==> src/rtl/btn_debounce_pkg.sv <==
// Shared board constants and per-channel debounce FSM encoding.
// Imported by the debounce interface, channel and top modules.
package btn_debounce_pkg;

   localparam int unsigned CLK_FREQ_HZ       = 12_000_000;
   localparam int unsigned DEBOUNCE_MS       = 5;
   localparam int unsigned DEF_STABLE_CYCLES = CLK_FREQ_HZ / 1000 * DEBOUNCE_MS;

   typedef enum logic {
      ST_RELEASED = 1'b0,
      ST_PRESSED  = 1'b1
   } chan_state_e;

   function automatic chan_state_e chan_toggle(input chan_state_e s);
      return (s == ST_PRESSED) ? ST_RELEASED : ST_PRESSED;
   endfunction

endpackage

==> src/rtl/btn_debounce_if.sv <==
// Button bundle: raw levels in, debounced level/pulses/count out.
// master drives the raw buttons, slave is the debouncer.
interface btn_debounce_if #(
   parameter int N_BTN = 4
);

   logic [N_BTN-1:0] BTN_IN;
   logic [N_BTN-1:0] BTN_STATE;
   logic [N_BTN-1:0] BTN_PRESS;
   logic [N_BTN-1:0] BTN_RELEASE;
   logic [7:0]       PRESS_CNT;

   modport master (
      output BTN_IN,
      input  BTN_STATE,
      input  BTN_PRESS,
      input  BTN_RELEASE,
      input  PRESS_CNT
   );

   modport slave (
      input  BTN_IN,
      output BTN_STATE,
      output BTN_PRESS,
      output BTN_RELEASE,
      output PRESS_CNT
   );

endinterface

==> src/rtl/btn_debounce_chan.sv <==
// One debounce channel: 2-FF sync, stability counter, 2-state FSM
// and registered press/release pulses.
module btn_debounce_chan
   import btn_debounce_pkg::*;
#(
   parameter int unsigned STABLE_CYCLES = DEF_STABLE_CYCLES,
   parameter bit          ACTIVE_LOW    = 1'b1
) (
   input  logic CLK_IN,
   input  logic RST_IN,
   input  logic BTN_RAW,
   output logic BTN_STATE,
   output logic BTN_PRESS,
   output logic BTN_RELEASE
);

   localparam int unsigned    CW       = $clog2(STABLE_CYCLES);
   localparam logic [CW-1:0]  CNT_LAST = CW'(STABLE_CYCLES - 1);

   logic          raw_pol;
   logic          sync1_q;
   logic          sync2_q;
   logic [CW-1:0] cnt_q;
   logic [CW-1:0] cnt_d;
   chan_state_e   state_q;
   chan_state_e   state_d;
   logic          press_q;
   logic          press_d;
   logic          release_q;
   logic          release_d;
   logic          level;

   assign raw_pol = ACTIVE_LOW ? ~BTN_RAW : BTN_RAW;
   assign level   = (state_q == ST_PRESSED);

   // Two-stage synchronizer on the polarity-corrected input.
   always_ff @(posedge CLK_IN or posedge RST_IN) begin
      if (RST_IN) begin
         sync1_q <= 1'b0;
         sync2_q <= 1'b0;
      end else begin
         sync1_q <= raw_pol;
         sync2_q <= sync1_q;
      end
   end

   // State, stability counter and pulse registers.
   always_ff @(posedge CLK_IN or posedge RST_IN) begin
      if (RST_IN) begin
         state_q   <= ST_RELEASED;
         cnt_q     <= '0;
         press_q   <= 1'b0;
         release_q <= 1'b0;
      end else begin
         state_q   <= state_d;
         cnt_q     <= cnt_d;
         press_q   <= press_d;
         release_q <= release_d;
      end
   end

   // Count disagreement cycles; toggle once the new level has held long enough.
   always_comb begin
      state_d   = state_q;
      cnt_d     = cnt_q;
      press_d   = 1'b0;
      release_d = 1'b0;
      if (sync2_q == level) begin
         cnt_d = '0;
      end else if (cnt_q == CNT_LAST) begin
         cnt_d   = '0;
         state_d = chan_toggle(state_q);
         unique case (state_q)
            ST_RELEASED: press_d   = 1'b1;
            ST_PRESSED:  release_d = 1'b1;
            default: ;
         endcase
      end else begin
         cnt_d = cnt_q + CW'(1);
      end
   end

   assign BTN_STATE   = level;
   assign BTN_PRESS   = press_q;
   assign BTN_RELEASE = release_q;

endmodule

==> src/rtl/btn_debounce.sv <==
// Multi-channel button debouncer with a channel-0 press counter.
// Each bit gets its own btn_debounce_chan instance.
module btn_debounce
   import btn_debounce_pkg::*;
#(
   parameter int          N_BTN         = 4,
   parameter int unsigned STABLE_CYCLES = DEF_STABLE_CYCLES,
   parameter bit          ACTIVE_LOW    = 1'b1
) (
   input  logic           CLK_IN,
   input  logic           RST_IN,
   btn_debounce_if.slave  BUS
);

   logic [N_BTN-1:0] state_w;
   logic [N_BTN-1:0] press_w;
   logic [N_BTN-1:0] release_w;
   logic [7:0]       press_cnt_q;

   for (genvar i = 0; i < N_BTN; i++) begin : g_chan
      btn_debounce_chan #(
         .STABLE_CYCLES (STABLE_CYCLES),
         .ACTIVE_LOW    (ACTIVE_LOW)
      ) u_chan (
         .CLK_IN      (CLK_IN),
         .RST_IN      (RST_IN),
         .BTN_RAW     (BUS.BTN_IN[i]),
         .BTN_STATE   (state_w[i]),
         .BTN_PRESS   (press_w[i]),
         .BTN_RELEASE (release_w[i])
      );
   end

   // Channel-0 press counter, wraps modulo 256.
   always_ff @(posedge CLK_IN or posedge RST_IN) begin
      if (RST_IN) begin
         press_cnt_q <= '0;
      end else if (press_w[0]) begin
         press_cnt_q <= press_cnt_q + 8'd1;
      end
   end

   assign BUS.BTN_STATE   = state_w;
   assign BUS.BTN_PRESS   = press_w;
   assign BUS.BTN_RELEASE = release_w;
   assign BUS.PRESS_CNT   = press_cnt_q;

endmodule

==> src/flat_wrapper.sv <==
// flat-port wrapper written by rule: the top's interface ports become plain ports
module btn_debounce_flat import btn_debounce_pkg::*;
#(
   parameter int          N_BTN         = 4,
   parameter int unsigned STABLE_CYCLES = DEF_STABLE_CYCLES,
   parameter bit          ACTIVE_LOW    = 1'b1
)
  (CLK_IN, RST_IN, BUS_BTN_IN, BUS_BTN_STATE, BUS_BTN_PRESS, BUS_BTN_RELEASE, BUS_PRESS_CNT);
  btn_debounce_if #(.N_BTN(N_BTN)) BUS_i ();
  input  logic CLK_IN;
  input  logic RST_IN;
  input wire logic [$bits(BUS_i.BTN_IN)-1:0] BUS_BTN_IN;
  output wire logic [$bits(BUS_i.BTN_STATE)-1:0] BUS_BTN_STATE;
  output wire logic [$bits(BUS_i.BTN_PRESS)-1:0] BUS_BTN_PRESS;
  output wire logic [$bits(BUS_i.BTN_RELEASE)-1:0] BUS_BTN_RELEASE;
  output wire logic [$bits(BUS_i.PRESS_CNT)-1:0] BUS_PRESS_CNT;
  assign BUS_i.BTN_IN = BUS_BTN_IN;
  assign BUS_BTN_STATE = BUS_i.BTN_STATE;
  assign BUS_BTN_PRESS = BUS_i.BTN_PRESS;
  assign BUS_BTN_RELEASE = BUS_i.BTN_RELEASE;
  assign BUS_PRESS_CNT = BUS_i.PRESS_CNT;
  btn_debounce #(.N_BTN(N_BTN), .STABLE_CYCLES(STABLE_CYCLES), .ACTIVE_LOW(ACTIVE_LOW)) u_core (.CLK_IN(CLK_IN), .RST_IN(RST_IN), .BUS(BUS_i));
endmodule
==> config.mk <==
export PLATFORM = sky130hd
export DESIGN_NAME = btn_debounce_flat
export DESIGN_NICKNAME = d
export VERILOG_FILES = /design/src/rtl/btn_debounce_pkg.sv /design/src/rtl/btn_debounce_if.sv /design/src/rtl/btn_debounce_chan.sv /design/src/rtl/btn_debounce.sv /design/src/flat_wrapper.sv
export SDC_FILE = /design/constraint.sdc
export NUM_CORES = 1
export LEC_CHECK = 0
export CORE_MARGIN = 10
export CORE_UTILIZATION = 55
export CTS_BUF_LIST = sky130_fd_sc_hd__clkbuf_16
export DETAILED_ROUTE_END_ITERATION = 10
export PLACE_DENSITY = 0.75
export SYNTH_ARGS = -nofsm -noshare
export SYNTH_HDL_FRONTEND = slang
export SYNTH_SLANG_ARGS = --single-unit
==> constraint.sdc <==
create_clock -name CLK_IN -period 3.13 [get_ports CLK_IN]
set_input_delay 0.313 -clock CLK_IN [delete_from_list [all_inputs] [get_ports CLK_IN]]
set_output_delay 0.313 -clock CLK_IN [all_outputs]
set_load 0.02 [all_outputs]
==> impl_metrics.csv <==
group,metric,value,unit
outcome,outcome,"complete, no violations",
sta,rsz0062_at_grt,"no",
final_layout,nFillCells,618,
setup_path,r2r_slack,0.96,ns
grt,grt_pass1_vias,2869,
placement,post-dp-hpwl,4950,um
setup_path,endpoint,"u_core.g_chan[2].u_chan.cnt_q[8]",
die,num_rows,32,
synth,syn-cell-area,0.00425,mm^2
sta,skew,0.00608,ns
drt,vias_per_cell,5.39,
grt,grt_start_max_net_pins,93,
sta,slew_headroom,0.622,
drt,ant_nets,0,
clock_tree,cts_tree,"done",
placement,gp_congestion,0.841,
synth,synth.area.top_cells,"dfrtp_1 (54%), xnor2_1 (10%), nor2_1 (6.4%)",
grt,grt_pass1_wl,13100,um
final_layout,multi_input_area,0.00178,mm^2
die,start_util,0.559,
final_layout,drive_above_1_share,0.0536,
drt,vias,2863,
placement,dpl-instance-area,0.00452,mm^2
sta,min_period,2.17,ns
clock_tree,clkTransAtPathRegs,0.06,ns
synth,synth_cell_types,36,
setup_path,crit_type,"register to register",
power_and_ir_drop,power_frac_seq,0.527,
synth,synth.avg_cell_area,10.4,um^2
job,max_cap_violations,0,
setup_path,cp-end-kind,"register",
setup_path,crit_required,3.33,ns
drt,post_drt_wl_per_cell,13.7,um
power_and_ir_drop,p_clk_frac,0.442,
synth,yosys.area.top_type_share,0.541,
power_and_ir_drop,leakage,1.96,nW
final_layout,final_cell_area,0.00481,mm^2
synth,synthCells,407,
final_layout,final_nets,435,
power_and_ir_drop,intPower,1.84,mW
clock_tree,cts_root_buf,"clkbuf_16",
setup_path,path_max_fanout,15,
clock_tree,cts_hold_buf,0,
synth,yosysWarnings,0,
power_and_ir_drop,switching_share,0.211,
sta,clock.fmax,460,MHz
setup_path,r2r_end,"u_core.g_chan[2].u_chan.cnt_q[8]",
synth,ys_seq_elements,92,
power_and_ir_drop,ir_drop,0.342,mV
clock_tree,insertion_delay,0.33,ns
drt,routed_wl,7300,um
drt,dr.pass1.iters,4,
placement,io_buffers,25,
placement,place_ws,0.946,ns
synth,async_flop_share,1.00,
clock_tree,cts_buffer_depth,2,
clock_tree,numClockSinks,92,
synth,yosysSeqAreaShare,0.541,
power_and_ir_drop,netSwitchingPower,491,uW
synth,yosysTopAreaCell,"dfrtp_1",
final_layout,seqCellArea,0.00230,mm^2
setup_path,critPathLaunchType,"register",
sta,period_share,0.694,
synth,ys.flop_type,"dfrtp_1",
drt,drt_iter0_markers,80,
synth,synth_edf_count,0,
die,die_w,108,um
min_path,hold_class,"register to register",
synth,synth_fp_nets,418,
sta,setup_viol,0,
die,ios,26,
die,die_h,108,um
clock_tree,cts_buffers,9,
final_layout,syn2layout_area_growth,13.1,%
drt,drcViolationCount,0,
grt,antenna_found_initial,0,
sta,maxSlewViolCount,0,
die,fp.coreArea,0.00761,mm^2
sta,worstMarginPinSlew,0.567,ns
grt,grt.total_usage,0.136,
sta,fin_ws,0.958,ns
setup_path,ff2ff_path_depth,5,
grt,grt-ovfl-total,0,
clock_tree,cts_setup_buffers,0,
final_layout,diodes,0,
setup_path,arrival,2.37,ns
sta,tns,0,ns
power_and_ir_drop,pwr-share-comb,0.031,
die,die-area,0.0116,mm^2
clock_tree,cts.repair.resized,0,
sta,finalHoldViolCount,0,
power_and_ir_drop,powerDensity,485,mW/mm^2
power_and_ir_drop,power.total,2.33,mW
sta,whs,0.346,ns
setup_path,r2r-start,"u_core.g_chan[2].u_chan.cnt_q[0]",
setup_path,timing.critical_path.from,"u_core.g_chan[2].u_chan.cnt_q[0]",
clock_tree,cts_htree_levels,3,
==> worst min-delay path by stage <==
stage,to,startpoint,slack [ns],depth (start not counted)
final,u_core.g_chan[3].u_chan.sync2_q,u_core.g_chan[3].u_chan.sync1_q,0.35,0
after detailed placement,u_core.g_chan[3].u_chan.sync2_q,u_core.g_chan[3].u_chan.sync1_q,0.34,0
after global routing,u_core.g_chan[0].u_chan.sync2_q,u_core.g_chan[0].u_chan.sync1_q,0.36,0
after floorplan,u_core.g_chan[0].u_chan.sync2_q,u_core.g_chan[0].u_chan.sync1_q,0.33,0
after CTS,u_core.g_chan[3].u_chan.sync2_q,u_core.g_chan[3].u_chan.sync1_q,0.35,0
after global placement,u_core.g_chan[1].u_chan.sync2_q,u_core.g_chan[1].u_chan.sync1_q,0.33,0
==> sequential cells by signal (all words and copies together) (netlist names) <==
register / flops
u_core.g_chan.u_chan.cnt_q: 64
u_core.BUS.PRESS_CNT: 8
u_core.g_chan.u_chan.BTN_PRESS: 4
u_core.g_chan.u_chan.BTN_RELEASE: 4
u_core.g_chan.u_chan.BTN_STATE: 4
u_core.g_chan.u_chan.sync1_q: 4
u_core.g_chan.u_chan.sync2_q: 4
==> layout by cell type (no fill, tap or decap), types with 3 or more instances in the layout <==
cell	n
clkbuf_16	9
mux2_2	3
nor2_1	73
nor3b_1	8
nor4_1	17
nand3_1	26
nor3_1	10
xor2_1	17
xnor2_1	49
nand2_1	23
clkdlybuf4s50_1	25
and3_1	3
ha_1	5
inv_1	14
dfrtp_1	92
and4_1	3
nand4_1	24
==> power groups by stage <==
stage | logic (mW) | registers, mW | clock network, mW
after detailed placement | 0.0740 | 1.25 | 0
after floorplan | 0.0554 | 1.24 | 0
after global routing | 0.0847 | 1.23 | 1.10
after global placement | 0.0728 | 1.25 | 0
final | 0.0720 | 1.23 | 1.03
after CTS | 0.0747 | 1.23 | 1.05
==> critical path: stages (launching register included) <==
cell	delay, ns
dfrtp_1	0.41
ha_1	0.23
nand4_1	0.23
or4_1	0.62
nand2b_1	0.44
nor2_1	0.11
==> metrics by stage <==
step	utilization	std cells
finish	0.632	531
detailed placement	0.594	515
global placement	0.594	515
floorplan	-	407
global route	0.632	531
CTS	0.632	531
==> cell type report <==
class                      instances  area share
timing repair buffer              26      0.0562
clock inverter                     7      0.0128
inverter                          12     0.00963
multi-input combinational        283       0.369
sequential                        92       0.479
clock buffer                       9      0.0468
tap                              102      0.0265
==> Yosys cell counts (all sizes together) (8+ instances only) <==
| cell type | n |
|---|---|
| inv | 12 |
| nor3 | 10 |
| nand4 | 24 |
| buf | 15 |
| nor4 | 17 |
| xor2 | 17 |
| nand2 | 23 |
| dfrtp | 92 |
| xnor2 | 49 |
| nor2 | 73 |
| nor3b | 8 |
| nand3 | 26 |
==> cells by family after synthesis <==
family,Yosys count,share of synthesized area
AOI/OAI and AO/OA,2,0.00294
buffers and inverters,32,0.0409
muxes,5,0.0141
and+or+nand+nor,205,0.250
DFF,92,0.541
xor gates and xnor gates,66,0.136
adders and majority gates,5,0.0147
==> layer usage <==
layer | share of wire | track usage | up-vias | wire length (um)
met5 | 0 | 0 | - | 0
met4 | 0.017 | 0.0573 | 0 | 123
met3 | 0.034 | 0.0251 | 10 | 247
met2 | 0.48 | 0.223 | 48 | 3510
met1 | 0.47 | 0.174 | 1391 | 3410
li1 | - | - | 1414 | -
(Power assumes the default switching activity.)
